==> src/rtl/adrv9001_pkg.sv <==
// Shared types and constants for the ADRV9001 RX word aligner.
package adrv9001_pkg;

    // Lock qualification states
    typedef enum logic [1:0] {
        SEARCH = 2'd0,
        VERIFY = 2'd1,
        LOCKED = 2'd2
    } state_t;

    // Strobe formats selected by strb_mode
    localparam logic STRB_PULSE = 1'b0;
    localparam logic STRB_HALF  = 1'b1;

endpackage

==> src/rtl/adrv9001_strb_phase_detect.sv <==
// Strobe hold register and candidate phase search.
// The window is {previous strobe word, current strobe word}; the slice for
// phase p is window[2W-1-p -: W]. The lowest matching p wins.
module adrv9001_strb_phase_detect
    import adrv9001_pkg::*;
#(
    parameter int WIDTH = 16
) (
    input  logic                     clk,
    input  logic                     rst,
    input  logic                     valid_in,
    input  logic                     strb_mode,
    input  logic [WIDTH-1:0]         strb_in,
    output logic                     match,
    output logic [$clog2(WIDTH)-1:0] cand_phase
);

    localparam int PW = $clog2(WIDTH);

    localparam logic [WIDTH-1:0] PAT_PULSE = {1'b1, {(WIDTH-1){1'b0}}};
    localparam logic [WIDTH-1:0] PAT_HALF  = {{(WIDTH/2){1'b1}}, {(WIDTH/2){1'b0}}};

    logic [WIDTH-1:0]   strb_hold;
    logic [2*WIDTH-1:0] window;
    logic [WIDTH-1:0]   pattern;

    // Previous strobe word, loaded only on qualified input cycles
    always_ff @(posedge clk or posedge rst) begin
        if (rst) begin
            strb_hold <= '0;
        end else if (valid_in) begin
            strb_hold <= strb_in;
        end
    end

    assign window  = {strb_hold, strb_in};
    assign pattern = (strb_mode == STRB_HALF) ? PAT_HALF : PAT_PULSE;

    // Scan from the highest phase down so the lowest match is the one kept
    always_comb begin
        match      = 1'b0;
        cand_phase = '0;
        for (int p = WIDTH - 1; p >= 0; p--) begin
            if (WIDTH'(window >> (WIDTH - p)) == pattern) begin
                match      = 1'b1;
                cand_phase = PW'(p);
            end
        end
    end

endmodule

==> src/rtl/adrv9001_rx_word_aligner.sv <==
// ADRV9001 SSI receive word aligner: strobe phase lock state machine plus
// per-lane barrel shifters that place each lane on the strobe word boundary.
module adrv9001_rx_word_aligner
    import adrv9001_pkg::*;
#(
    parameter int WIDTH        = 16,
    parameter int CHANNELS     = 2,
    parameter int LOCK_COUNT   = 8,
    parameter int UNLOCK_COUNT = 4
) (
    input  logic                      clk,
    input  logic                      rst,
    input  logic                      strb_mode,
    input  logic                      resync,
    input  logic [WIDTH-1:0]          strb_in,
    input  logic [CHANNELS*WIDTH-1:0] data_in,
    input  logic                      valid_in,
    output logic [CHANNELS*WIDTH-1:0] data_out,
    output logic                      valid_out,
    output logic                      locked,
    output logic [$clog2(WIDTH)-1:0]  phase,
    output logic                      lock_lost
);

    localparam int PW        = $clog2(WIDTH);
    localparam int CNT_LIMIT = (LOCK_COUNT > UNLOCK_COUNT) ? LOCK_COUNT : UNLOCK_COUNT;
    localparam int CW        = $clog2(CNT_LIMIT + 1);

    localparam logic [CW-1:0] CNT_MAX     = CW'(CNT_LIMIT);
    localparam logic [CW-1:0] LOCK_LAST   = CW'(LOCK_COUNT - 1);
    localparam logic [CW-1:0] UNLOCK_LAST = CW'(UNLOCK_COUNT - 1);

    state_t          state;
    logic [CW-1:0]   match_cnt;
    logic [CW-1:0]   miss_cnt;
    logic [PW-1:0]   cand_q;
    logic            strb_mode_q;
    logic            match;
    logic [PW-1:0]   cand_phase;
    logic            force_search;
    logic [PW:0]     shift_amt;

    adrv9001_strb_phase_detect #(
        .WIDTH (WIDTH)
    ) u_detect (
        .clk        (clk),
        .rst        (rst),
        .valid_in   (valid_in),
        .strb_mode  (strb_mode),
        .strb_in    (strb_in),
        .match      (match),
        .cand_phase (cand_phase)
    );

    // A mode change invalidates any phase found under the old pattern
    assign force_search = resync | (strb_mode != strb_mode_q);

    // Lock qualification: SEARCH -> VERIFY -> LOCKED, forced restart wins
    always_ff @(posedge clk or posedge rst) begin
        if (rst) begin
            state       <= SEARCH;
            match_cnt   <= '0;
            miss_cnt    <= '0;
            cand_q      <= '0;
            phase       <= '0;
            locked      <= 1'b0;
            lock_lost   <= 1'b0;
            strb_mode_q <= STRB_PULSE;
        end else begin
            lock_lost   <= 1'b0;
            strb_mode_q <= strb_mode;
            if (force_search) begin
                state     <= SEARCH;
                match_cnt <= '0;
                miss_cnt  <= '0;
                locked    <= 1'b0;
                lock_lost <= (state == LOCKED);
            end else if (valid_in) begin
                case (state)
                    SEARCH: begin
                        if (match) begin
                            cand_q    <= cand_phase;
                            match_cnt <= CW'(1);
                            if (LOCK_COUNT == 1) begin
                                state    <= LOCKED;
                                locked   <= 1'b1;
                                phase    <= cand_phase;
                                miss_cnt <= '0;
                            end else begin
                                state <= VERIFY;
                            end
                        end
                    end
                    VERIFY: begin
                        if (match && (cand_phase == cand_q)) begin
                            if (match_cnt != CNT_MAX) begin
                                match_cnt <= match_cnt + 1'b1;
                            end
                            if (match_cnt == LOCK_LAST) begin
                                state    <= LOCKED;
                                locked   <= 1'b1;
                                phase    <= cand_q;
                                miss_cnt <= '0;
                            end
                        end else if (match) begin
                            cand_q    <= cand_phase;
                            match_cnt <= CW'(1);
                        end else begin
                            state     <= SEARCH;
                            match_cnt <= '0;
                        end
                    end
                    LOCKED: begin
                        if (match && (cand_phase == phase)) begin
                            miss_cnt <= '0;
                        end else if (miss_cnt == UNLOCK_LAST) begin
                            state     <= SEARCH;
                            locked    <= 1'b0;
                            lock_lost <= 1'b1;
                            miss_cnt  <= '0;
                            match_cnt <= '0;
                        end else if (miss_cnt != CNT_MAX) begin
                            miss_cnt <= miss_cnt + 1'b1;
                        end
                    end
                    default: begin
                        state     <= SEARCH;
                        match_cnt <= '0;
                        miss_cnt  <= '0;
                        locked    <= 1'b0;
                    end
                endcase
            end
        end
    end

    // Phase p selects window bits [2W-1-p : W-p], i.e. a right shift by W-p
    assign shift_amt = (PW+1)'(WIDTH) - {1'b0, phase};

    // Output valid is gated by the lock state at capture time
    always_ff @(posedge clk or posedge rst) begin
        if (rst) begin
            valid_out <= 1'b0;
        end else begin
            valid_out <= valid_in & locked;
        end
    end

    for (genvar n = 0; n < CHANNELS; n++) begin : g_lane
        logic [WIDTH-1:0]   hold;
        logic [2*WIDTH-1:0] window;
        logic [WIDTH-1:0]   aligned;

        assign window  = {hold, data_in[n*WIDTH +: WIDTH]};
        assign aligned = WIDTH'(window >> shift_amt);

        // Lane hold and aligned output, both advanced only by valid words
        always_ff @(posedge clk or posedge rst) begin
            if (rst) begin
                hold                        <= '0;
                data_out[n*WIDTH +: WIDTH]  <= '0;
            end else if (valid_in) begin
                hold                        <= data_in[n*WIDTH +: WIDTH];
                data_out[n*WIDTH +: WIDTH]  <= aligned;
            end
        end
    end

endmodule
==> config.mk <==
export PLATFORM = sky130hd
export DESIGN_NAME = adrv9001_rx_word_aligner
export DESIGN_NICKNAME = d
export VERILOG_FILES = /design/src/rtl/adrv9001_pkg.sv /design/src/rtl/adrv9001_strb_phase_detect.sv /design/src/rtl/adrv9001_rx_word_aligner.sv
export SDC_FILE = /design/constraint.sdc
export NUM_CORES = 1
export LEC_CHECK = 0
export CAP_MARGIN = 10
export CORE_ASPECT_RATIO = 1.25
export CORE_MARGIN = 3
export CORE_UTILIZATION = 40
export CTS_BUF_LIST = sky130_fd_sc_hd__clkbuf_8
export DETAILED_ROUTE_END_ITERATION = 10
export PLACE_DENSITY = 0.58
export SYNTH_ARGS = -nofsm -noshare
export SYNTH_HDL_FRONTEND = slang
export SYNTH_SLANG_ARGS = --single-unit
export TNS_END_PERCENT = 10
==> constraint.sdc <==
create_clock -name clk -period 3.9 [get_ports clk]
set_input_delay 0.585 -clock clk [delete_from_list [all_inputs] [get_ports clk]]
set_output_delay 0.585 -clock clk [all_outputs]
set_load 0.01 [all_outputs]
# --- Word-level counts from Yosys, hierarchy flattened ---
# Cells that the tools add are included.
op_classes:
  reduce_logical: 11
  bitwise_logic: 3
  n_addsub: 3
  n_mux: 74
  n_shift: 2
  eq_ne: 36
ops:
  columns: ["operator", "n"]
  rows:
  - ["== test 16 bit", 16]
  - ["2-to-1 mux 4 bit", 32]
  - ["right shift 32 x 5 -> 16 bit", 2]
  - ["2-to-1 mux 1 bit", 28]
  - ["one-hot mux 4 bit (3 select lines)", 2]
  - ["!= test 4 bit, second input constant", 5]
  - ["2-to-1 mux 2 bit", 8]
  - ["2-to-1 mux 15 bit", 1]
  - ["AND reduction 5 bit", 3]
  - ["!= test 3 bit, second input constant", 4]
  - ["AND reduction 6 bit", 2]
  - ["adder 4 x 1 -> 4 bit, second input constant", 2]
  - ["== test 4 bit", 2]
  - ["one-hot mux 4 bit (2 select lines)", 1]
  - ["one-hot mux 2 bit (3 select lines)", 1]
  - ["!= test 5 x 2 -> 1 bit, second input constant", 1]
  - ["subtractor 5 x 4 -> 5 bit, first input constant", 1]
  - ["== test 4 x 2 -> 1 bit, second input constant", 1]
  - ["== test 4 x 3 -> 1 bit, second input constant", 1]
  - ["!= test 2 bit, second input constant", 2]
  - ["AND reduction 4 bit", 1]
  - ["nonzero test 2 bit", 2]
  - ["!= test 3 x 2 -> 1 bit, second input constant", 1]
  - ["one-hot mux 1 bit (3 select lines)", 1]
  - ["8 further kinds", 9]
totals:
  wordCells: 143
  input_bits: 53
  out_inout_bits: 39
  regBits: 102

# --- Longest topological paths before layout ---
depth:
  depth_word: 24
  depth_mapped: 16
  depth_no_buf: 11

# --- Hierarchy ---
# From an unflattened synthesis, not the netlist that was laid out.
unflattened:
  hier_cells: 846
  hier_area_um2: 8400.6
by_module_without_submodules:
  columns: ["mod", "instances", "area_each_um2", "seq_area_each_um2", "cells_per_inst"]
  rows:
  - ["adrv9001_rx_word_aligner", 1, 6972.9, 2152.1, 678]
  - ["adrv9001_strb_phase_detect", 1, 1427.6, 400.4, 168]

# --- Worst setup path before layout ---
# No wires, ideal clock.
synth_timing:
  kind: "flip-flop to flip-flop"
  startpoint: "register phase[0]"
  endpoint: "register data_out[25]"
  path_stages_with_launch: 15
  arrival_time_ns: 3.547
  period_less_slack_ns: 3.684
  setup_slack_ns: 0.216
  required_ns: 3.763
  n_path_buf: 7
  setup_time_ns: 0.137
  cell_sequence: "dfrtp_1 -> clkbuf_1 -> inv_1 -> clkbuf_1 -> clkbuf_1 -> ha_1 -> clkbuf_1 -> buf_1 -> buf_1 -> buf_1 -> mux4_2 -> mux2i_1 -> nand2_1 -> a32oi_1 -> a21oi_1"
synth_between:
  elab_chain_cells: 2
synth_rtl:
  columns: ["item", "line_no", "text"]
  rows:
  - ["start, declared", "adrv9001_rx_word_aligner.sv:21", "output logic [$clog2(WIDTH)-1:0] phase,"]
  - ["start signal, assigned", "adrv9001_rx_word_aligner.sv:87", "phase <= cand_phase;"]
  - ["start signal, assigned", "adrv9001_rx_word_aligner.sv:102", "phase <= cand_q;"]
  - ["subtractor 5 x 4 -> 5 bit", "adrv9001_rx_word_aligner.sv:138", "assign shift_amt = (PW+1)'(WIDTH) - {1'b0, phase};"]
  - ["right shift 32 x 5 -> 16 bit", "adrv9001_rx_word_aligner.sv:155", "assign aligned = WIDTH'(window >> shift_amt);"]
  - ["end signal, assigned by index", "adrv9001_rx_word_aligner.sv:164", "data_out[n*WIDTH +: WIDTH] <= aligned;"]
  - ["end, declared", "adrv9001_rx_word_aligner.sv:18", "output logic [CHANNELS*WIDTH-1:0] data_out,"]
# No other way between the ends.
# A chain may end at the register's enable or synchronous reset.

# --- Final worst setup path ---
layout_timing:
  startpoint: "input port strb_mode"
  endpoint: "register phase[2]"
layout_between:
  elab_chain_cells: 21
  word_cells_on_any_way: 55
  cone_classes: "eq/ne (18); mux (33); bitwise (2); reduce/logical (2)"
layout_rtl:
  columns: ["item", "line_no", "text"]
  rows:
  - ["start, declared", "adrv9001_rx_word_aligner.sv:13", "input logic strb_mode,"]
  - ["2-to-1 mux 15 bit", "adrv9001_strb_phase_detect.sv:37", "assign pattern = (strb_mode == STRB_HALF) ? PAT_HALF : PAT_PULSE;"]
  - ["== test 16 bit", "adrv9001_strb_phase_detect.sv:44", "if (WIDTH'(window >> (WIDTH - p)) == pattern) begin"]
  - ["2-to-1 mux 4 bit (16 in a row)", "adrv9001_strb_phase_detect.sv:44", null]
  - ["== test 4 bit", "adrv9001_rx_word_aligner.sv:95", "if (match && (cand_phase == cand_q)) begin"]
  - ["logical AND 1 bit", "adrv9001_rx_word_aligner.sv:95", null]
  - ["AND reduction 5 bit (no source line) (*)", null, null]
# Every way passes the cells marked *; elsewhere a longest branch is shown, timed or not.

==> run summary <==
RSZ-0062 raised after global routing - no
CP Capture Type - flop
crit-path max FO - 26
Ports - 92
biggest area consumer among synthesized cells - dfrtp_1
Slew Viols, Final - 0
Critical path buffers and inverters - 3
most common cell in the netlist - dfrtp_1
DIE HEIGHT - 164 um
sequential fraction of the synthesis area - 32.1%
Final Wtd Congestion - 0.886
Synth Area in Adders - 0.786%
WP data required - 4180 ps
total gr overflow - 0
peak supply drop - 0.151 mV
first-pass GRT wire length - 36.2 mm
P per Cell Area - 261 nW/um2
# DRC - 0
Post-synth top flop - dfrtp_1
Die Footprint - 21600 um2
GRT Overall Usage - 20.6%
final core utilization - 50.2%
Via density - 5.88
Least-Margin Pin Slew - 993 ps
Clock Path Buffers - 2
vias in the first global route - 6676
proportion of layout cells with a drive suffix above 1 - 22.5%
Synth area leaders - dfrtp_1, mux2_2, mux2i_1, mux4_2, nand2_1
worst hold margin - 490 ps
clock sinks - 102
Rows - 57
final hold viol count - 0
Post-synth EDFFs - 0
Core Footprint - 19500 um2
post-synthesis compound-gate area fraction - 16.8%
Hold Path Class - flop to flop
crit path max-delay cell type - or4b_4
critical-path cell list - clkdlybuf4s50_1 > buf_12 > or3_1 > a2111oi_2 > buf_4 > o211a_1 > nor4b_2 > a21boi_2 > o21ai_1 > or3_4 > or4b_4 > mux2_4
period utilisation layout - 97.3%
setup TNS - 0 ps
max_slew headroom - 33.6%
Mapped Cells - 861
final wirelength - 22.8 mm
Final min period - 3800 ps
Synth top area share - 32.1%
largest net degree at the start of global routing - 78
top cells by instance count after synthesis - dfrtp_1, nand2_1, nor2_1, a21oi_1, mux2i_1
Starting Density - 40.9%
fmax - 0.263 GHz
clock skew - 17.5 ps
clock slew at reported path FFs - 100 ps
Vias - 7297
routed len/inst - 18.4 um
worst-skew pair later-pin latency - 390 ps
DRT antenna net count - 0
Setup Crit Path Kind - primary input to flop
Post-DP Area - 9510 um2
syn nets - 919
H-tree Lvls - 3
post-route design area - 9780 um2
distinct cell type count after synthesis - 83
P&R area growth vs syn - 22.7%
Post-Syn Area per Cell - 9.25 um2
hold buffer count at cts - 0
1st-pass router iterations - 5
# fillers - 1855
Detailed Route Iter0 Violations - 622
leakage power - 0.00405 uW
root buffer cell - clkbuf_8
largest family of logic cells by synthesized area - multiplexers
critical path's top delay family - simple AND/OR/NAND/NOR gates
Layout Nets - 1030
antenna violations before repair - 0
Simple-Gate Fraction of Synth Area - 19.6%
Worst EP arrival - 4070 ps
Syn Std Cell Area - 7960 um2
Final HPWL DP - 17.3 mm
post-synthesis mux area share - 24.4%
Seq cells post-synth - 102
Async SR Flop Fraction - 100%
XOR/XNOR Fraction of Synth Area - 1.43%
max cap viols - 0
CP startpoint kind - primary input
final setup fails - 0
YS warnings - 0
crit-path max cell delay - 570 ps
post-CTS setup buffers - 0
Port Buffers - 91
CTS buffer count - 9
status - completed
CTS tree - yes
Final Power - 2550 uW
antenna cells - 0
Die W - 132 um
[cell usage in the layout (no fill, tap or decap), types with 4 or more instances in the layout]
master / instances
or3_1: 4
a31oi_1: 8
buf_4: 76
a211oi_1: 12
nand4_1: 4
a311o_1: 4
inv_1: 14
nand2_1: 97
mux4_2: 27
mux2i_1: 61
o31ai_1: 5
and2_1: 7
and3_1: 10
nand3_1: 25
o211ai_1: 14
nor4_1: 11
mux2_2: 60
or4_1: 7
o21ai_0: 25
nor2b_1: 9
clkbuf_8: 9
ha_1: 4
clkdlybuf4s50_1: 90
xnor2_1: 7
o211a_1: 4
o31a_1: 4
a32oi_1: 14
dfrtp_1: 101
o21a_1: 4
a21oi_1: 66
nor2_1: 68
nor3_1: 27
nand3b_1: 5
[per-layer routing]
metal | vias up | GRT usage (%) | wire length, um
met1 | 3570 | 26.8 | 9740
met5 | - | 0 | 0
met4 | 0 | 6.00 | 467
met2 | 223 | 36.3 | 11500
li1 | 3467 | - | -
met3 | 37 | 2.57 | 1120
[registers in the layout, summed over array words and instances, names as in the netlist]
name,count
u_detect.strb_hold,16
strb_mode_q,1
data_out,32
state,2
cand_q,4
match_cnt,4
phase,4
valid_out,1
miss_cnt,4
locked,1
lock_lost,1
g_lane.hold,32
[cell type report]
class / instances / area (um2) / share of cell area (%)
sequential: 102 / 2560 / 26.1
inverter: 14 / 55.1 / 0.563
tap: 265 / 332 / 3.39
multi-input combinational: 677 / 5140 / 52.6
clock buffer: 9 / 124 / 1.27
timing repair buffer: 168 / 1500 / 15.4
clock inverter: 6 / 63.8 / 0.653
[path summary, 6_finish.rpt]
check                                 startpoint  cells past startpoint  slack (ps)                      to
max                                    strb_mode                     12         100                phase[2]
min                                  data_out[7]                      1         490             data_out[7]
max reg2reg                u_detect.strb_hold[2]                     10         270                phase[2]
min reg2reg                          data_out[7]                      1         490             data_out[7]
max in group asynchronous                    rst                      3        2460  u_detect.strb_hold[11]
min in group asynchronous                    rst                      2         620               cand_q[3]
[report_power, final]
part	switching, uW	leakage [uW]	internal (uW)
logic	298	0.00274	328
clock network	395	0.0000973	295
registers	86.9	0.00122	1150
[timing repair]
action                                  in CTS  in global routing
hold endpoints to repair                     0                  0
endpoints found under the setup margin       4                  4
pin swaps                                    0                  0
gates resized for setup                      3                 11
[stage by stage]
step / instances / setup WS, ps
floorplan: 861 / 216
global placement: 1226 / -479
detailed placement: 1226 / -469
CTS: 1241 / 79.7
global route: 1241 / 1.62
finish: 1241 / 103
[cell families after synthesis]
group / Yosys count
xor gates and xnor gates: 13
buffers and inverters: 82
DFF: 102
muxes: 151
adders and majority gates: 5
AOI/OAI and AO/OA: 197
and+or+nand+nor: 311
Power figures use the tool's default switching activity.
